<file path="src/rtl/packet_serializer.sv">
// Replays one selector packet as a single AXI4 master transaction (AW+W for writes, AR for reads)
// and pulses consumed back to the scheduler once the transaction has been fully issued.
module packet_serializer #(
    parameter int DATA_SIZE   = 102 + (4 * 16) + (4 * 128),
    parameter int HEADER_SIZE = 102,
    parameter int BEATS       = 4,
    parameter int STRB_WIDTH  = 16,
    parameter int BEAT_WIDTH  = 128,
    parameter int ID_WIDTH    = 16
) (
    input  logic                  clock,
    input  logic                  reset,
    input  logic [DATA_SIZE-1:0]  packet_in,
    input  logic                  activate,
    output logic                  consumed,
    output logic                  busy,
    output logic                  m_awvalid,
    input  logic                  m_awready,
    output logic [39:0]           m_awaddr,
    output logic [7:0]            m_awlen,
    output logic [2:0]            m_awsize,
    output logic [1:0]            m_awburst,
    output logic [ID_WIDTH-1:0]   m_awid,
    output logic                  m_wvalid,
    input  logic                  m_wready,
    output logic [BEAT_WIDTH-1:0] m_wdata,
    output logic [STRB_WIDTH-1:0] m_wstrb,
    output logic                  m_wlast,
    output logic                  m_arvalid,
    input  logic                  m_arready,
    output logic [39:0]           m_araddr,
    output logic [7:0]            m_arlen,
    output logic [2:0]            m_arsize,
    output logic [1:0]            m_arburst,
    output logic [ID_WIDTH-1:0]   m_arid
);

    localparam int PAYLOAD_W = DATA_SIZE - HEADER_SIZE;
    localparam int CNT_W     = (BEATS > 1) ? $clog2(BEATS) : 1;

    localparam logic [1:0] IDLE  = 2'd0;
    localparam logic [1:0] ADDR  = 2'd1;
    localparam logic [1:0] WDATA = 2'd2;
    localparam logic [1:0] DONE  = 2'd3;

    logic [1:0]           state;
    logic [CNT_W-1:0]     beat_cnt;
    logic [CNT_W-1:0]     last_idx;
    logic [CNT_W-1:0]     next_cnt;
    logic [PAYLOAD_W-1:0] payload;

    logic [39:0]          hdr_addr;
    logic [7:0]           hdr_len;
    logic [2:0]           hdr_size;
    logic [1:0]           hdr_burst;
    logic [ID_WIDTH-1:0]  hdr_id;
    logic                 hdr_write;
    logic [CNT_W-1:0]     hdr_last;
    logic                 unused_hdr;

    // Header len beyond the carried beat count is saturated, never forwarded to the bus.
    function automatic logic [CNT_W-1:0] clamp_len(input logic [7:0] len);
        if (len > 8'(BEATS - 1))
            return CNT_W'(BEATS - 1);
        else
            return len[CNT_W-1:0];
    endfunction

    function automatic logic [STRB_WIDTH-1:0] beat_strb(input logic [PAYLOAD_W-1:0] p,
                                                        input logic [CNT_W-1:0] idx);
        return p[int'(idx) * STRB_WIDTH +: STRB_WIDTH];
    endfunction

    function automatic logic [BEAT_WIDTH-1:0] beat_data(input logic [PAYLOAD_W-1:0] p,
                                                        input logic [CNT_W-1:0] idx);
        return p[BEATS * STRB_WIDTH + int'(idx) * BEAT_WIDTH +: BEAT_WIDTH];
    endfunction

    assign hdr_addr   = packet_in[39:0];
    assign hdr_len    = packet_in[47:40];
    assign hdr_size   = packet_in[50:48];
    assign hdr_burst  = packet_in[52:51];
    assign hdr_id     = packet_in[53 +: ID_WIDTH];
    assign hdr_write  = packet_in[HEADER_SIZE-1];
    assign hdr_last   = clamp_len(hdr_len);
    assign unused_hdr = ^packet_in[HEADER_SIZE-2:53+ID_WIDTH];
    assign next_cnt   = beat_cnt + CNT_W'(1);

    // Payload is pure data: captured with the packet, not reset.
    always_ff @(posedge clock) begin
        if (state == IDLE && activate)
            payload <= packet_in[DATA_SIZE-1:HEADER_SIZE];
    end

    always_ff @(posedge clock) begin
        if (reset) begin
            state     <= IDLE;
            beat_cnt  <= '0;
            last_idx  <= '0;
            consumed  <= 1'b0;
            busy      <= 1'b0;
            m_awvalid <= 1'b0;
            m_awaddr  <= '0;
            m_awlen   <= '0;
            m_awsize  <= '0;
            m_awburst <= '0;
            m_awid    <= '0;
            m_wvalid  <= 1'b0;
            m_wdata   <= '0;
            m_wstrb   <= '0;
            m_wlast   <= 1'b0;
            m_arvalid <= 1'b0;
            m_araddr  <= '0;
            m_arlen   <= '0;
            m_arsize  <= '0;
            m_arburst <= '0;
            m_arid    <= '0;
        end else begin
            consumed <= 1'b0;
            case (state)
                IDLE: begin
                    if (activate) begin
                        busy     <= 1'b1;
                        state    <= ADDR;
                        last_idx <= hdr_last;
                        if (hdr_write) begin
                            m_awvalid <= 1'b1;
                            m_awaddr  <= hdr_addr;
                            m_awlen   <= 8'(hdr_last);
                            m_awsize  <= hdr_size;
                            m_awburst <= hdr_burst;
                            m_awid    <= hdr_id;
                        end else begin
                            m_arvalid <= 1'b1;
                            m_araddr  <= hdr_addr;
                            m_arlen   <= 8'(hdr_last);
                            m_arsize  <= hdr_size;
                            m_arburst <= hdr_burst;
                            m_arid    <= hdr_id;
                        end
                    end
                end
                ADDR: begin
                    if (m_awvalid && m_awready) begin
                        m_awvalid <= 1'b0;
                        state     <= WDATA;
                    end else if (m_arvalid && m_arready) begin
                        m_arvalid <= 1'b0;
                        state     <= DONE;
                    end
                end
                WDATA: begin
                    // First WDATA cycle only loads beat 0; wvalid rises after the AW handshake has retired.
                    if (!m_wvalid) begin
                        m_wvalid <= 1'b1;
                        m_wdata  <= beat_data(payload, beat_cnt);
                        m_wstrb  <= beat_strb(payload, beat_cnt);
                        m_wlast  <= (beat_cnt == last_idx);
                    end else if (m_wready) begin
                        if (m_wlast) begin
                            m_wvalid <= 1'b0;
                            m_wlast  <= 1'b0;
                            beat_cnt <= '0;
                            state    <= DONE;
                        end else begin
                            beat_cnt <= next_cnt;
                            m_wdata  <= beat_data(payload, next_cnt);
                            m_wstrb  <= beat_strb(payload, next_cnt);
                            m_wlast  <= (next_cnt == last_idx);
                        end
                    end
                end
                DONE: begin
                    consumed <= 1'b1;
                    busy     <= 1'b0;
                    state    <= IDLE;
                end
                default: state <= IDLE;
            endcase
        end
    end

endmodule

</file>
<file path="config.mk">
export PLATFORM = sky130hd
export DESIGN_NAME = packet_serializer
export DESIGN_NICKNAME = d
export VERILOG_FILES = /design/src/rtl/packet_serializer.sv
export SDC_FILE = /design/constraint.sdc
export NUM_CORES = 1
export LEC_CHECK = 0
export BUFFER_PORTS_ARGS = -buffer_cell sky130_fd_sc_hd__buf_2
export CAP_MARGIN = 20
export CORE_AREA = 10 10 365 367
export CTS_CLUSTER_DIAMETER = 50
export DETAILED_ROUTE_END_ITERATION = 16
export DIE_AREA = 0 0 375 377
export PLACE_DENSITY = 0.46
export SYNTH_ARGS = -nofsm -noshare
export SYNTH_HDL_FRONTEND = slang
export SYNTH_SLANG_ARGS = --single-unit
</file>
<file path="constraint.sdc">
create_clock -name clock -period 28.3 [get_ports clock]
set_input_delay 1.415 -clock clock [delete_from_list [all_inputs] [get_ports clock]]
set_output_delay 1.415 -clock clock [all_outputs]
set_load 0.03 [all_outputs]
</file>
Yosys cells after proc, flatten, opt, wreduce, memory -nomap -nowiden:

Cells that the tools add are included.

* $add $sub $neg: 3
* shift-type cells: 4
* reductions and logical operators: 16
* mux-type cells: 33
* equality and inequality tests: 17
* bitwise gates (word level): 1
* magnitude comparators: 1

Operators with widths (number)
* 576-bit by 11-bit variable part select with 128-bit output: 2
* 576-bit by 7-bit variable part select with 16-bit output: 2
* 128-bit two-way mux: 3
* 16-bit two-way mux: 3
* 7-bit by 9-bit adder with 10-bit output (first input constant): 2
* 2-bit != test (second input constant): 10
* 2-bit two-way mux: 8
* 1-bit two-way mux: 15
* 3-bit AND reduction: 4
* 5-bit AND reduction: 2
* 8-bit by 2-bit > comparator with 1-bit output (second input constant): 1
* 2-bit one-hot mux with 4 select lines: 1
* 1-bit one-hot mux with 2 select lines: 3
* 2-bit AND reduction: 3
* 2-bit == test: 2
* 2-bit == test (second input constant): 2
* 4-bit AND reduction: 1
* 2-bit nonzero test: 2
* 1-bit logical AND: 3
* 3-bit != test (second input constant): 1
* 2-bit by 1-bit adder with 2-bit output (second input constant): 1
* 2-bit by 1-bit == test with 1-bit output (second input constant): 1
* 2-bit zero test: 1
* 2-bit by 1-bit != test with 1-bit output (second input constant): 1
* 1-bit NOT: 1

* bits in registers: 858
* bits of input ports: 684
* word-level logic and storage cells: 97

Depth between registers and ports, before layout:

Gate-level depths: netlist of run 1.

* depth in word-level cells: 6
* depth in mapped cells: 9

Least setup slack after synthesis of run 1:

OpenSTA, ideal clock, no wires.

* path type: input to register
* start point: in activate
* end point: reg payload[0], enable pin
* slack: 11.754 ns
* arrival: 11.963 ns
* buffers on the path: 0
* cell stages on the path: 2
* path through: nand2_1 -> clkinv_1

* word-level cells in the longest chain between the ends: 1

RTL lines
* start: declaration: RTL line 14 `input logic activate,`
* 1-bit logical AND: RTL line 91 `if (state == IDLE && activate)`
* end signal: assignment: RTL line 92 `payload <= packet_in[DATA_SIZE-1:HEADER_SIZE];`
* end: declaration: RTL line 50 `logic [PAYLOAD_W-1:0] payload;`

Every way passes these cells.
A chain may end at the register's enable or synchronous reset.

Worst setup path after layout of run 1:

* start point: in activate
* end point: reg payload[22], enable pin

Same word-level chain as after synthesis.

==> results of run 1 <==
placed cells by master, fill, tap and decap left out, types with 21 or more instances in the layout:
cell,n
buf_2,926
edfxtp_1,576
o22ai_1,430
dfxtp_1,280
mux2_2,266
nand2_1,247
a21o_1,143
a21oi_1,127
clkbuf_16,118
a2111oi_0,84
a2111oi_2,59
diode_2,53
buf_4,34
nor2_1,22
mux2_1,21
power by group through the flow:
stage                     clock [mW]  sequential [mW]  combinational (mW)
after global placement             0             1.81               0.887
final                           1.49             1.80               0.877
after global routing            1.57             1.83               0.942
after CTS                       1.52             1.80               0.894
after detailed placement           0             1.82               0.891
after floorplan                    0             2.06               0.445
critical path, cell delays in order:
cell	delay (ps)
buf_2	110
nand2_1	190
inv_8	560
buf_4	790
buf_4	840
buf_4	760
buf_4	710
per-layer routing:
metal  global-route usage  vias up
li1                     -    11950
met1               0.2173    13240
met2               0.3242      956
met3              0.05964      350
met4              0.08131       62
met5                    0        -
logic make-up after synthesis:
family / count (synthesis) / share of synthesized area
flops: 858 / 0.6546
compound gates: 866 / 0.1767
xor+xnor: 1 / 0.0002499
simple gates: 300 / 0.03431
buf+inv: 240 / 0.03962
fa+ha+maj: 4 / 0.001428
mux: 290 / 0.09306
other cells: 1 / 0.0001070
state kept, by name, summed over array words and instances (netlist names), 3 cells and up:
name and count:
payload 576, m_wdata 128, m_araddr 40, m_awaddr 40, m_arid 16, m_awid 16
m_wstrb 16, m_arsize 3, m_awsize 3
Yosys cell counts (3+ instances only):
master	instances	area [um2]
a21o_1	143	1074
a2111oi_2	59	885.9
edfxtp_1	576	17300
mux2i_1	3	30.03
a21oi_1	127	635.6
mux2_2	266	2995
a211oi_1	6	45.04
dfxtp_1	282	5645
nand2_1	248	930.9
inv_1	5	18.77
a2111oi_0	84	735.7
clkbuf_1	76	285.3
buf_1	5	18.77
nand2b_1	9	56.30
nor2b_1	3	18.77
ha_1	4	50.05
nor2_1	23	86.33
buf_2	66	330.3
o22ai_1	430	2690
buf_6	21	236.5
nand3_1	3	15.01
o21ai_0	5	25.02
clkbuf_2	3	15.01
buf_4	62	465.5
mux2_1	21	236.5
nand3b_1	3	22.52
cell type report:
type,count,share of cell area
antenna,53,0.002951
timing repair buffer,964,0.1106
inverter,6,0.0006682
multi-input combinational,1473,0.2411
clock inverter,79,0.01812
tap,1650,0.04594
sequential,858,0.5106
clock buffer,140,0.06999
final timing paths:
kind | to | slack (ps) | depth (start not counted)
worst max register to register | payload[22] | 23230 | 8
worst max-delay path | payload[22] | 23070 | 7
worst min register to register | m_wdata[95] | 440 | 1
worst min-delay path | m_wdata[95] | 440 | 1
==> results.py, run 1 <==
metrics = {
    "routing": {
        "wl_per_cell_um": 27.19,
        "maxUsedRoutingLayer": "met5",
        "drtIter0Drc": 1719,
        "drt_first_pass_iters": 6,
        "wl_met2_mm": 71.04,
        "ant_nets": 0,
        "routedLengthMet1_mm": 55.38,
        "route.vias.total": 26550,
        "post-route-drc-count": 0,
        "wl_met3_mm": 9.991,
        "avgViaCountPerCell": 5.084,
        "postRouteWirelength_mm": 142.0,
    },
    "sta": {
        "final-hold-violation-count": 0,
        "tightest_slew_ps": 1090,
        "rsz0062_at_grt": "false",
        "whs_ps": 444.2,
        "max_freq_mhz": 191.0,
        "slew_violations": 0,
        "setup_viol": 0,
        "slew_headroom": 0.2735,
        "fin_ws_ps": 23070,
        "finalSetupTns_ps": 0,
        "fin_crit_sh": 0.1850,
        "fin_crit_ps": 5235,
        "skew_ps": 46.24,
    },
    "placement": {
        "io_buffers": 927,
        "place_ws_ps": 22160,
        "place_congestion": 0.8251,
        "post_dp_cell_area_um2": 40850,
        "post-dp-hpwl_mm": 95.99,
        "dp_cells": 4951,
    },
    "run": {
        "maxCapViolCount": 0,
    },
    "synth": {
        "yosys_warnings": 0,
        "syn-cell-area_um2": 35050,
        "async_reset_ff_frac": 0,
        "synth_seq_cells": 858,
        "yosysSeqAreaShare": 0.6546,
        "syn-instance-count": 2560,
        "syn_avg_cell_area_um2": 13.69,
        "synth-edff-count": 576,
        "synth_ff_type": "edfxtp_1",
        "synth_cell_type_count": 51,
    },
    "setup_path": {
        "startpoint": "activate",
        "end_kind": "register",
        "cp.required_ps": 28650,
        "rr_startpoint": "state[0]",
        "crit_path_start_kind": "input port",
        "cp_max_fo": 112,
        "arrival_ps": 5590,
        "crit_type": "in -> reg",
    },
    "die": {
        "dieWidth_um": 375,
        "dieHeight_um": 377,
        "core_um2": 125400,
        "io-pin-count": 972,
        "die_area_um2": 141400,
        "initial_utilization": 0.2795,
        "row_count": 130,
    },
    "power": {
        "power.total_mw": 4.161,
        "p_sw_mw": 1.337,
        "combPwrFrac": 0.211,
        "p_int_mw": 2.824,
        "leakagePower_nw": 17.87,
        "powerDensity_nw_per_um2": 92.59,
        "clock_power_share": 0.357,
        "seqPwrFrac": 0.432,
        "p_sw_frac": 0.3212,
        "ir_drop_mv": 0.05701,
    },
    "cts": {
        "cts.sinks": 858,
        "h-tree-depth": 3,
        "cts_setup_buffers": 0,
        "cts.clk_slew.worst_paths_ps": 60,
        "cts-root-buf": "clkbuf_16",
        "numCtsBuffers": 115,
        "cts_resized": 0,
        "clk_latency_ps": 720,
        "cts.path.max_buffers": 3,
        "hold_buffers": 0,
        "cts_tree": "done",
    },
    "global_routing": {
        "antenna_found_initial": 124,
        "grt_use_total": 0.1896,
        "grt_overflow_total": 0,
        "grt_pass1_wl_mm": 197.3,
        "grt_max_degree": 145,
        "grt_pass1_vias": 26900,
    },
    "finish": {
        "fin_cells": 5223,
        "fillers": 12510,
        "fin_util": 0.3584,
        "seqCellArea_um2": 22950,
        "fin_nets": 4106,
        "syn_to_final_growth_pct": 28.22,
        "multiInputGateArea_um2": 10840,
        "drive_gt1_frac": 0.4259,
        "fin_area_um2": 44940,
    },
    "hold_path": {
        "hp-start": "m_wdata[95]",
        "hold_path_class": "reg -> reg",
    },
    "status": {
        "outcome": "finished clean",
    },
}
No activity file was read; power rests on OpenSTA's default activity.
==> run 2: changes to the inputs <==
clock period = 5.4 ns   (was 28.3 ns; I/O delays follow)
==> run 2 against run 1 <==
  * Register-to-register slack got worse by 21000 ps
  * First-iteration DRC count up 6.0%
  * Global-route usage rose by 0.83 points
  * Routed wire length up 3.6%
  * Sequential share of layout area is 6.6 points lower
  * Core utilization rose by 5.3 points
  * Largest cell class unchanged
  * Highest routed layer unchanged
==> results.py, run 2 (same netlist as run 1, synthesis figures left out) <==
metrics = {
    "global_routing": {
        "antenna_found_initial": 41,
        "grt_use_total": 0.1979,
        "grt_pass1_wl_mm": 209.9,
        "grt_pass1_vias": 30470,
        "grt_overflow_total": 0,
        "grt_max_degree": 147,
    },
    "finish": {
        "largest-register": "payload",
        "layout_common_cells": "buf_2, dlygate4sd3_1, edfxtp_1",
        "syn_to_final_growth_pct": 47.19,
        "final_common_cell": "buf_2",
        "fin_nets": 4753,
        "largest_reg_flops": 576,
        "reg.largest.list": "payload (576), m_wdata (128)",
        "drive_gt1_frac": 0.3600,
    },
    "power": {
        "leakagePower_nw": 20.69,
        "power.total_mw": 22.56,
        "powerDensity_nw_per_um2": 437.4,
        "ir_drop_mv": 0.3006,
    },
    "hold_path": {
        "hold_path_depth": 3,
        "hp-start": "packet_in[41]",
        "holdPathEnd": "m_arlen[1]",
        "hold_path_class": "in -> reg",
    },
    "cts": {
        "cts_setup_buffers": 0,
        "clk_latency_ps": 740,
        "cts_tree": "done",
        "numCtsBuffers": 118,
        "cts.path.max_buffers": 3,
        "cts-root-buf": "clkbuf_16",
        "cts.clk_slew.worst_paths_ps": 60,
        "cts_resized": 0,
        "h-tree-depth": 3,
        "cts.sinks": 858,
    },
    "setup_path": {
        "crit_path_start_kind": "register",
        "rr_startpoint": "beat_cnt[1]",
        "rrSetupSlack_ps": 2240,
        "cp.required_ps": 6080,
        "arrival_ps": 3840,
        "crit_type": "reg -> reg",
        "cp_max_fo": 47,
        "reg2regPathDepth": 5,
        "end_kind": "register",
        "timing.rr.end": "m_wdata[35]",
    },
    "placement": {
        "post-dp-hpwl_mm": 95.34,
        "place_congestion": 0.8427,
        "io_buffers": 927,
    },
    "die": {
        "dieWidth_um": 375,
        "initial_utilization": 0.2795,
        "core_um2": 125400,
        "dieHeight_um": 377,
        "io-pin-count": 972,
        "die_area_um2": 141400,
        "row_count": 130,
    },
    "sta": {
        "slew_headroom": 0.2158,
        "max_freq_mhz": 316.6,
        "fin_crit_ps": 3158,
        "tightest_slew_ps": 1176,
        "finalSetupTns_ps": 0,
        "setup_viol": 0,
        "fin_crit_sh": 0.5848,
        "rsz0062_at_grt": "false",
        "skew_ps": 68.86,
        "slew_violations": 0,
        "final-hold-violation-count": 0,
    },
    "run": {
        "maxCapViolCount": 0,
    },
    "routing": {
        "ant_nets": 0,
        "drt_first_pass_iters": 7,
        "wl_per_cell_um": 25.14,
        "postRouteWirelength_mm": 147.2,
        "route.vias.total": 28980,
        "avgViaCountPerCell": 4.949,
        "drtIter0Drc": 1822,
        "post-route-drc-count": 0,
    },
    "status": {
        "outcome": "finished clean",
    },
}
## run 2: changes by cell type in the layout (fill, tap and decap cells not counted), sizes merged
cell         previous run  this run
diode                  53        37
clkbuf                140       148
clkinv                 37        35
inv                    24        27
clkinvlp               14         7
dlygate4sd3             0       643
bufinv                 10        13
buf                   964       965
## run 2: repair_timing
item,CTS,global route
hold buffers,643,0
endpoints found under the hold margin,709,0
endpoints found under the setup margin,0,0
## run 2: worst max-delay path by stage
| stage | slack, ps | start | endpoint |
|---|---|---|---|
| after detailed placement | 2120 | beat_cnt[0] | m_wdata[7] |
| after global routing | 2000 | state[0] | m_awaddr[39] |
| after global placement | 2130 | beat_cnt[0] | m_wdata[7] |
| after floorplan | 320 | state[0] | m_awaddr[36] |
| after CTS | 2110 | beat_cnt[0] | m_wdata[7] |
| final | 2240 | beat_cnt[1] | m_wdata[35] |
## run 2: critical path, cell delays in order (launching register included)
cell and delay (ps):
dfxtp_1 900, or2_4 820, buf_4 510, o22ai_1 150
a2111oi_0 520, a21o_1 130
## run 2: layout make-up
| cell class | count | area [um2] |
|---|---|---|
| antenna | 37 | 92.59 |
| clock buffer | 148 | 3168 |
| clock inverter | 76 | 912.1 |
| fill | 11950 | 73820 |
| inverter | 6 | 48.80 |
| multi-input combinational | 1473 | 10840 |
| sequential | 858 | 22950 |
| tap | 1650 | 2064 |
| timing repair buffer | 1608 | 11510 |
## run 2: per-layer routing
metal,track usage,routed length (um)
met1,0.2270,57300
met2,0.3492,74610
met3,0.05300,9914
met4,0.07655,5284
met5,0,91
## run 2: power breakdown
group	leakage (nW)	total, mW	internal, mW	switching (mW)
sequential	7.80	9.43	8.74	0.696
clock	1.99	8.04	4.84	3.20
combinational	10.9	5.09	1.75	3.34
## run 2: metrics by stage
step	setup WS, ps	util	area, um2	hold WS, ps	instances
floorplan	319.0	-	35100	368.9	2571
global placement	2135	0.3266	40960	429.3	4951
detailed placement	2122	0.3268	40980	433.7	4952
CTS	2112	0.4106	51500	21.85	5819
global route	1998	0.4112	51570	48.16	5847
finish	2242	0.4114	51590	100.6	5856
